File: src/rtl/fetch_pkg.sv
`default_nettype none
// ============================================================================
//  Module   : fetch_pkg
//  Brief    : Shared types and constants for the instruction-fetch sequencer.
//  Revision : 1.0 - initial release
// ============================================================================
package fetch_pkg;

    typedef enum logic [1:0] {
        IDLE = 2'd0,
        REQ  = 2'd1,
        WAIT = 2'd2
    } fetch_state_t;

    localparam int INSTR_BYTES = 4;
    localparam int INSTR_W     = 32;

endpackage
`default_nettype wire

File: src/rtl/fetch_out_buf.sv
`default_nettype none
// ============================================================================
//  Module   : fetch_out_buf
//  Brief    : One-entry valid/ready holding register for instruction + PC.
//  Revision : 1.0 - initial release
// ============================================================================
module fetch_out_buf
    import fetch_pkg::*;
#(
    parameter int XLEN = 32
) (
    input  logic               clk,
    input  logic               rst,
    input  logic               load,
    input  logic               flush,
    input  logic [INSTR_W-1:0] load_data,
    input  logic [XLEN-1:0]    load_pc,
    input  logic               ready,
    output logic               valid,
    output logic [INSTR_W-1:0] data,
    output logic [XLEN-1:0]    pc
);

    logic               r_valid;
    logic [INSTR_W-1:0] r_data;
    logic [XLEN-1:0]    r_pc;

    // Flush beats both a same-cycle load and a same-cycle consume.
    always_ff @(posedge clk) begin
        if (rst) begin
            r_valid <= 1'b0;
            r_data  <= '0;
            r_pc    <= '0;
        end else if (flush) begin
            r_valid <= 1'b0;
        end else if (load) begin
            r_valid <= 1'b1;
            r_data  <= load_data;
            r_pc    <= load_pc;
        end else if (r_valid && ready) begin
            r_valid <= 1'b0;
        end
    end

    assign valid = r_valid;
    assign data  = r_data;
    assign pc    = r_pc;

endmodule
`default_nettype wire

File: src/rtl/fetch_sequencer.sv
`default_nettype none
// ============================================================================
//  Module   : fetch_sequencer
//  Brief    : Fetch PC owner; one outstanding imem request, redirect + kill.
//  Revision : 1.0 - initial release
// ============================================================================
module fetch_sequencer
    import fetch_pkg::*;
#(
    parameter int              XLEN         = 32,
    parameter logic [XLEN-1:0] RESET_VECTOR = 32'h0000_0000
) (
    input  logic               clk,
    input  logic               rst,
    input  logic               redirect_valid,
    input  logic [XLEN-1:0]    redirect_pc,
    output logic               imem_req_valid,
    output logic [XLEN-1:0]    imem_req_addr,
    input  logic               imem_req_ready,
    input  logic               imem_rsp_valid,
    input  logic [INSTR_W-1:0] imem_rsp_data,
    output logic               instr_valid,
    output logic [INSTR_W-1:0] instr_data,
    output logic [XLEN-1:0]    instr_pc,
    input  logic               instr_ready,
    output logic [XLEN-1:0]    pc
);

    fetch_state_t    r_state;
    logic [XLEN-1:0] r_pc;
    logic            r_kill;

    logic            w_buf_free;
    logic            w_req_fire;
    logic            w_load;
    logic [XLEN-1:0] w_target;

    assign w_target       = redirect_pc & ~XLEN'(3);
    assign w_buf_free     = !instr_valid || instr_ready;
    assign imem_req_valid = (r_state == REQ) && w_buf_free;
    assign imem_req_addr  = r_pc;
    assign w_req_fire     = imem_req_valid && imem_req_ready;
    assign w_load         = (r_state == WAIT) && imem_rsp_valid && !r_kill && !redirect_valid;
    assign pc             = r_pc;

    always_ff @(posedge clk) begin
        if (rst) begin
            r_state <= IDLE;
            r_pc    <= RESET_VECTOR;
            r_kill  <= 1'b0;
        end else begin
            case (r_state)
                IDLE: begin
                    r_state <= REQ;
                    if (redirect_valid) r_pc <= w_target;
                end
                REQ: begin
                    if (redirect_valid) r_pc <= w_target;
                    // An accepted old address must have its response discarded.
                    if (w_req_fire) begin
                        r_state <= WAIT;
                        r_kill  <= redirect_valid;
                    end
                end
                WAIT: begin
                    if (imem_rsp_valid) begin
                        r_state <= REQ;
                        r_kill  <= 1'b0;
                        if (redirect_valid)
                            r_pc <= w_target;
                        else if (!r_kill)
                            r_pc <= r_pc + XLEN'(INSTR_BYTES);
                    end else if (redirect_valid) begin
                        r_kill <= 1'b1;
                        r_pc   <= w_target;
                    end
                end
                default: r_state <= IDLE;
            endcase
        end
    end

    fetch_out_buf #(
        .XLEN (XLEN)
    ) u_out_buf (
        .clk       (clk),
        .rst       (rst),
        .load      (w_load),
        .flush     (redirect_valid),
        .load_data (imem_rsp_data),
        .load_pc   (r_pc),
        .ready     (instr_ready),
        .valid     (instr_valid),
        .data      (instr_data),
        .pc        (instr_pc)
    );

endmodule
`default_nettype wire
File: config.mk
export PLATFORM = sky130hd
export DESIGN_NAME = fetch_sequencer
export DESIGN_NICKNAME = d
export VERILOG_FILES = /design/src/rtl/fetch_pkg.sv /design/src/rtl/fetch_out_buf.sv /design/src/rtl/fetch_sequencer.sv
export SDC_FILE = /design/constraint.sdc
export NUM_CORES = 1
export LEC_CHECK = 0
export ABC_CLOCK_PERIOD_IN_PS = 2950
export CORE_ASPECT_RATIO = 1.1
export CORE_MARGIN = 8
export CORE_UTILIZATION = 35
export CTS_BUF_LIST = sky130_fd_sc_hd__clkbuf_4 sky130_fd_sc_hd__clkbuf_8
export DETAILED_ROUTE_END_ITERATION = 16
export GPL_TIMING_DRIVEN = 0
export PLACE_DENSITY = 0.76
export RECOVER_POWER = 50
export SLEW_MARGIN = 20
export SYNTH_ARGS = -nofsm -noshare
export SYNTH_HDL_FRONTEND = slang
export SYNTH_SLANG_ARGS = --single-unit
File: constraint.sdc
create_clock -name clk -period 2.95 [get_ports clk]
set_clock_uncertainty 0.1 [all_clocks]
set_input_delay 0.295 -clock clk [delete_from_list [all_inputs] [get_ports clk]]
set_output_delay 0.295 -clock clk [all_outputs]
set_load 0.1 [all_outputs]
; ---- Word-level counts from Yosys, hierarchy flattened
; Index checks and enable logic that the tools add are counted.
; W data, S select, Z words.
[totals]
input_bits = 70
word_cells = 48
output_inout_bits = 130
ff_bits = 100
[op_classes]
n_reduce_logical = 20
add_sub_neg = 1
mux = 14
bitwise_logic = 1
eq_ne = 6
[op_table]
columns = cell, n
row1 = $mux W32, 4
row2 = $pmux W32 S2, 1
row3 = $add A32 B3 Y32 const B, 1
row4 = $logic_and A1 B1 Y1, 6
row5 = $pmux W2 S3, 1
row6 = $reduce_and A2 Y1, 3
row7 = $reduce_bool A2 Y1, 3
row8 = $mux W1, 5
row9 = $mux W2, 2
row10 = $ne A2 B2 Y1 const B, 2
row11 = $ne A4 B4 Y1 const B, 1
row12 = $reduce_or A2 Y1, 2
row13 = $logic_not A1 Y1, 3
row14 = $ne A3 B3 Y1 const B, 1
row15 = $reduce_and A3 Y1, 1
row16 = $eq A2 B1 Y1 const B, 1
row17 = $eq A2 B2 Y1 const B, 1
row18 = $logic_not A2 Y1, 1
row19 = $pmux W1 S2, 1
row20 = $logic_or A1 B1 Y1, 1
row21 = $not A1 Y1, 1

; ---- Longest topological paths before layout
; Gate-level depths: netlist (run 1).
[depth]
ltp_word = 6
depth_mapped = 7
ltp_nobuf = 6

; ---- Cells and area by module
; From an unflattened synthesis (run 1), not the netlist that was laid out.
[unflattened]
cells_unflattened = 637
hier_area_um2 = 5581.6
[by_module_without_submodules]
columns = module, n_inst, cells_per_inst, seq_area_each_um2, area_each_um2
row1 = fetch_out_buf, 1, 296, 1301.2, 3083.0
row2 = fetch_sequencer, 1, 341, 700.7, 2498.6

; ---- Worst setup path before layout (run 1)
; OpenSTA, ideal clock, no wires.
[synth_path]
kind = register to register
from = register r_pc[2], in the netlist imem_req_addr[2]
to = register r_pc[30], in the netlist imem_req_addr[30]
slack_ns = -0.007
path_stages_with_launch = 7
setup_ns = 0.070
period_less_slack_ns = 2.957
required_ns = 2.780
n_path_buf = 0
arrival_time_ns = 2.786
cell_sequence = dfxtp_1 -> ha_1 -> nand4_2 -> nor4_4 -> nand3_4 -> or4b_1 -> a21oi_1
[synth_via]
elab_chain_len = 5
[synth_lines]
columns = element, line
row1 = "start, declared", fetch_sequencer.sv:30  ; logic [XLEN-1:0] r_pc;
row2 = "start signal, assigned", fetch_sequencer.sv:55  ; if (redirect_valid) r_pc <= w_target;
row3 = "start signal, assigned", fetch_sequencer.sv:58  ; if (redirect_valid) r_pc <= w_target;
row4 = "start signal, assigned", fetch_sequencer.sv:70  ; r_pc <= w_target;
row5 = $add A32 B3 Y32, fetch_sequencer.sv:72  ; r_pc <= r_pc + XLEN'(INSTR_BYTES);
row6 = $mux W32, fetch_sequencer.sv:71  ; else if (!r_kill)
row7 = $mux W32, fetch_sequencer.sv:69  ; if (redirect_valid)
row8 = $mux W32, fetch_sequencer.sv:66  ; if (imem_rsp_valid) begin
row9 = $pmux W32 S2, fetch_sequencer.sv:52  ; case (r_state)
; No other way between the ends. The select of a mux whose other input is x is not followed.
; A chain may end at the register's enable or synchronous reset.

; ---- Worst setup path in the final report (run 1)
[layout_path]
from = register r_pc[3], in the netlist imem_req_addr[3]
to = register r_pc[30], in the netlist imem_req_addr[30]
; The elaborated chain is that of the path after synthesis.

==> results.cfg, run 1 <==
[global_routing]
grt_pass1_wl_um = 26600
antenna_found_initial = 1
grt_pass1_vias = 4902
grt_usage_pct = 19.3
grt_max_degree = 18
grt_overflow = 0

[timing]
final_max_slew_viol_count = 0
period_minus_slack_ps = 2730
finalCritPeriodShare_pct = 92.4
setup_viol = 0
finalHoldViolCount = 0
tightest_slew_ps = 1030
timing.fmax_mhz = 367
slew_headroom_pct = 31.1
fin_ws_ps = 224
rsz0062_at_grt = no
timing.hold.ws_ps = 345

[worst_setup_path]
required_ps = 3160
slowest_stage = nor4_4
crit_path_end_kind = register
crit_buf_inv = 0
cp_cell_sequence = ha_1 > nand4_1 > nor4_4 > nand3_4 > or4b_1 > a21oi_1
critPathMaxFanout = 10
cp.arrival_ps = 2940
startpoint_type = register
reg2reg_to = imem_req_addr[30]
r2r_start = imem_req_addr[3]
max_stage_delay_ps = 690
crit_type = reg -> reg
reg2reg_depth = 6
cp_num_cells = 6
regToRegSetupSlack_ps = 220
cpLargestDelayFamily = simple AND/OR/NAND/NOR gates

[power_and_ir_drop]
cellLeakagePower_uw = 0.00274
power.switching_uw = 1230
power.share.clock_pct = 30.1
power_frac_seq_pct = 43.0
p_per_area_nw_per_um2 = 476
swShare_pct = 36.4
vdd_drop_max_mv = 0.259
comb_power_share_pct = 26.9
p_int_uw = 2150

[synth]
syn_inst = 624
synth_area_leader_cell = dfxtp_1
synth_edf_count = 0
synthesis.area_um2 = 4730
dominantRegCellSynth = dfxtp_1
yosysWarnings = 0
ys_ff_latch = 100
synth_cell_type_count = 54
synthTopCellsByArea = dfxtp_1 42%, nand2_1 13%, a21oi_1 9.7%, buf_4 5.1%, clkbuf_1 2.9%
synthArstFlopShare_pct = 0
synth.avg_cell_area_um2 = 7.58
ys_seq_area_share_pct = 42.3
synth_fp_nets = 695
synth_top_area_share_pct = 42.3

[run_status]
outcome = finished, final reports clean

[die]
initial_utilization_pct = 35.8
dieArea_um2 = 17500
fp.dieW_um = 127
rows = 44
core_region_area_um2 = 13200
die_h_um = 138
io_pins = 200

[clocking]
clk_pin_slew_ps = 110
tritoncts = done
clock_latency_ps = 390
cts_max_path_buffers = 2
cts_buffers = 9
cts_sinks = 100
root_buffer = clkbuf_8
h-tree-depth = 3
hold_buffers = 0
post_cts_buffers = 0

[final_layout]
final_cell_mix = 161 x nand2_1, 112 x clkdlybuf4s50_1, 99 x dfxtp_1
synthToLayoutAreaGrowth_pct = 50.1
final-instance-count-excl-fill = 997
fillers = 1277
multiInputGateArea_um2 = 2290
antenna_cells = 0
final_util_pct = 53.7
regArea_um2 = 2000
drive_above_1_share_pct = 6.82
final_common_cell = nand2_1
nets = 902

[routing]
drc = 0
firstDrtPassIters = 5
wl_per_cell_um = 17.8
dr.first_iter.drc_count = 433
totalWireLength_um = 17800
vias_per_cell = 5.29
vias = 5273
postRouteAntennaNets = 0

[worst_hold_path]
min_to = u_out_buf.data[7]
hold_path.class = in -> reg
holdCritStartpoint = imem_rsp_data[7]
whs_path_depth = 3

[placed_design]
port_buffers = 196
hpwl_um = 13300
dp_cells = 981
pre_cts_ws_ps = -20.7
gp_congestion = 0.921

[job]
max_cap_violations = 0
registers in the layout (all words and copies together) (netlist names):
name	count
imem_req_addr	32
r_kill	1
r_state	2
u_out_buf.data	32
u_out_buf.pc	32
u_out_buf.valid	1
Yosys cell counts, types with 2 or more instances:
cell / n
a311oi_1: 2
a22o_1: 3
buf_4: 32
nor3b_1: 3
inv_1: 4
dfxtp_1: 100
or4_1: 3
a22oi_1: 6
nand4_2: 2
and3_1: 15
nand2b_1: 2
clkbuf_1: 36
nand2_1: 161
o22ai_1: 5
a21oi_1: 92
a31oi_1: 8
a211oi_1: 4
nor3_1: 11
nand4_1: 11
or3_1: 5
o41ai_1: 2
o21a_1: 3
nand3b_1: 2
mux2i_1: 6
nor2_1: 30
o21ai_0: 19
o31ai_1: 4
nor2b_1: 2
and4_1: 2
nand3_1: 16
buf_2: 5
nor4_1: 4
o211ai_1: 3
power groups by stage:
stage | Combinational, uW | Sequential [uW] | Clock [uW]
after floorplan | 407 | 1710 | 0
after global placement | 914 | 1490 | 0
after detailed placement | 917 | 1490 | 0
after CTS | 918 | 1460 | 1040
after global routing | 942 | 1460 | 1100
final | 910 | 1460 | 1020
final cells by class:
| type | count | area share, % |
|---|---|---|
| clock buffer | 10 | 1.85 |
| sequential | 100 | 28.2 |
| tap | 161 | 2.84 |
| clock inverter | 6 | 1.36 |
| inverter | 5 | 0.264 |
| buffer | 74 | 5.66 |
| multi-input combinational | 445 | 32.2 |
| timing repair buffer | 196 | 27.6 |
layer usage:
metal	wire [um]	up-vias	track usage (%)
met5	11	-	0
met1	7300	2426	23.2
li1	-	2568	-
met3	1680	33	6.08
met4	346	2	6.94
met2	8460	244	31.8
stage by stage:
stage / power, uW / TNS, ps / area (um2)
3_5_place_dp: 2400 / -20.7 / 6900
2_1_floorplan: 2110 / 0 / 4730
5_1_grt: 3510 / 0 / 7100
4_1_cts: 3410 / 0 / 7120
3_3_place_gp: 2400 / -803 / 6900
6_report: 3380 / 0 / 7100
worst reg2reg max path: cells and delay by family (launching register included):
family | cells | cell delay (ps)
compound gates | 1 | 130
fa+ha+maj | 1 | 300
flops | 1 | 500
simple gates | 4 | 1620
cell families (layout without fill, tap and decap cells):
kind of cell             after synthesis  in the layout  synth area share [%]
AND/OR/NAND/NOR                      278            278                  27.6
multiplexers                           6              6                  1.27
adder cells (fa/ha/maj)                1              1                 0.264
buffers and inverters                 79            291                  8.94
AO/OA/AOI/OAI                        160            160                  19.6
flip-flops                           100            100                  42.3
how the worst max path moves through the flow:
stage	from	endpoint	slack, ps
after floorplan	imem_req_addr[3]	imem_req_addr[30]	0.2
after global placement	imem_rsp_valid	u_out_buf.pc[9]	-50
after detailed placement	imem_rsp_valid	imem_req_addr[13]	-20
after CTS	r_state[0]	imem_req_valid	230
after global routing	redirect_valid	u_out_buf.pc[11]	40
final	imem_req_addr[3]	imem_req_addr[30]	220
what timing repair did:
action,CTS,global route
setup endpoints to repair,1,0
endpoints found under the hold margin,0,0
resized for setup,1,0
Power figures use the tool's default switching activity.
==> run 2, diff against run 1 <==
ABC_CLOCK_PERIOD_IN_PS = 2350   (was 2950)
PLACE_DENSITY = 0.79   (was 0.76)
clock period = 2.35 ns   (was 2.95 ns; I/O delays follow)
==> run 2 against run 1 <==
Net effect: count of clock-buffer cells in the layout rose by 1; critical endpoint is now imem_req_addr[8]; flip-flop and latch count did not move; register-to-register slack got worse by 120 ps; highest routed layer is now met4; die area is the same; core utilization increased by 0.62 points; final cell count decreased by 0.10%; total power grew 24%; critical path depth down 5.
==> results.cfg, run 2 (synthesized netlist as in run 1, its figures left out) <==
[die]
core_region_area_um2 = 13200
rows = 44
initial_utilization_pct = 35.8
dieArea_um2 = 17500
fp.dieW_um = 127
die_h_um = 138
io_pins = 200

[worst_setup_path]
slowest_stage = clkdlybuf4s50_1
required_ps = 2020
max_stage_delay_ps = 1160
cp.arrival_ps = 1970
cp_cell_sequence = clkdlybuf4s50_1
crit_buf_inv = 1
critPathMaxFanout = 7
crit_type = reg -> out
cpLargestDelayFamily = buffers and inverters
startpoint_type = register
crit_path_end_kind = primary output

[routing]
vias = 5356
top_layer = met4
firstDrtPassIters = 5
vias_per_cell = 5.38
totalWireLength_um = 17900
drc = 0
wl_met2_um = 8410
postRouteAntennaNets = 0
wl_met1_um = 7170
dr_wl_met3_um = 1870
dr.first_iter.drc_count = 484
wl_per_cell_um = 18.0

[power_and_ir_drop]
vdd_drop_max_mv = 0.334
p_per_area_nw_per_um2 = 585
cellLeakagePower_uw = 0.00276
total_power_uw = 4200

[timing]
timing.hold.ws_ps = 290
finalCritPeriodShare_pct = 98.0
rsz0062_at_grt = yes
tightest_slew_ps = 1030
setup_viol = 0
tns_ps = 0
period_minus_slack_ps = 2300
slew_headroom_pct = 31.2
final_max_slew_viol_count = 0
timing.fmax_mhz = 434
finalHoldViolCount = 0

[run_status]
outcome = finished, final reports clean

[global_routing]
grt_usage_pct = 19.6
antenna_found_initial = 1
grt_pass1_vias = 5037
grt_max_degree = 17
grt_overflow = 0
grt_pass1_wl_um = 27000

[clocking]
h-tree-depth = 3
cts_buffers = 9
tritoncts = done
cts_max_path_buffers = 2
cts_sinks = 100
clock_latency_ps = 380
clk_pin_slew_ps = 100
root_buffer = clkbuf_8

[final_layout]
final_util_pct = 54.4
final_cell_mix = 161 x nand2_1, 151 x clkdlybuf4s50_1, 91 x a21oi_1
final_common_cell = nand2_1
drive_above_1_share_pct = 12.0
antenna_cells = 0
nets = 902
fillers = 1266
final-instance-count-excl-fill = 996
synthToLayoutAreaGrowth_pct = 51.8

[worst_hold_path]
hold_path.class = in -> reg

[placed_design]
gp_congestion = 0.918
port_buffers = 196
hpwl_um = 13200
dp_cells = 981

[job]
max_cap_violations = 0
run 2: cell types whose count changed in the layout (fill, tap and decap cells not counted), sizes merged:
cell,delta
dlygate4sd3,-83
clkdlybuf4s50,+39
dlygate4sd2,+37
dlymetal6s2s,+6
buf,+3
inv,-2
clkbuf,-1
run 2: final timing paths:
check	startpoint	end	slack [ps]	depth (start not counted)
worst max-delay path	imem_req_addr[8]	imem_req_addr[8]	50	1
worst min-delay path	imem_rsp_data[15]	u_out_buf.data[15]	290	3
worst max register to register	r_state[0]	imem_req_addr[27]	100	6
worst min register to register	u_out_buf.data[26]	u_out_buf.data[26]	360	2
run 2: area by class of cell:
cell class	instances	area, um2	area share [%]
multi-input cells	445	2360	32.8
flip-flops and latches	100	2050	28.5
repair buffers	197	1930	26.9
plain buffers	73	408	5.68
well taps	161	201	2.80
clock buffers	11	139	1.93
clock inverters	4	76.3	1.06
inverters	5	18.8	0.261
run 2: power breakdown:
part / internal [uW] / switching (uW) / total, uW
Sequential: 1740 / 90.4 / 1830
Combinational: 316 / 813 / 1130
Clock: 621 / 619 / 1240
run 2: per-stage QoR:
step           setup WS (ps)  instance area [um2]
2_1_floorplan           19.7                 4770
3_3_place_gp            -588                 6940
3_5_place_dp            -558                 6940
4_1_cts                 2.62                 7120
5_1_grt                -17.8                 7180
6_report                47.9                 7180
run 2: what timing repair did:
item	in CTS	in global routing
endpoints found under the setup margin	90	72
pin swaps	1	0
hold buffers	0	0
gates cloned	0	0
resized for setup	47	24
setup buffers	1	0
run 2: routing by layer:
metal | up-vias | GRT usage [%]
met5 | - | 0
met4 | 0 | 10.1
met3 | 47 | 5.77
met1 | 2456 | 23.8
met2 | 298 | 31.2
li1 | 2555 | -
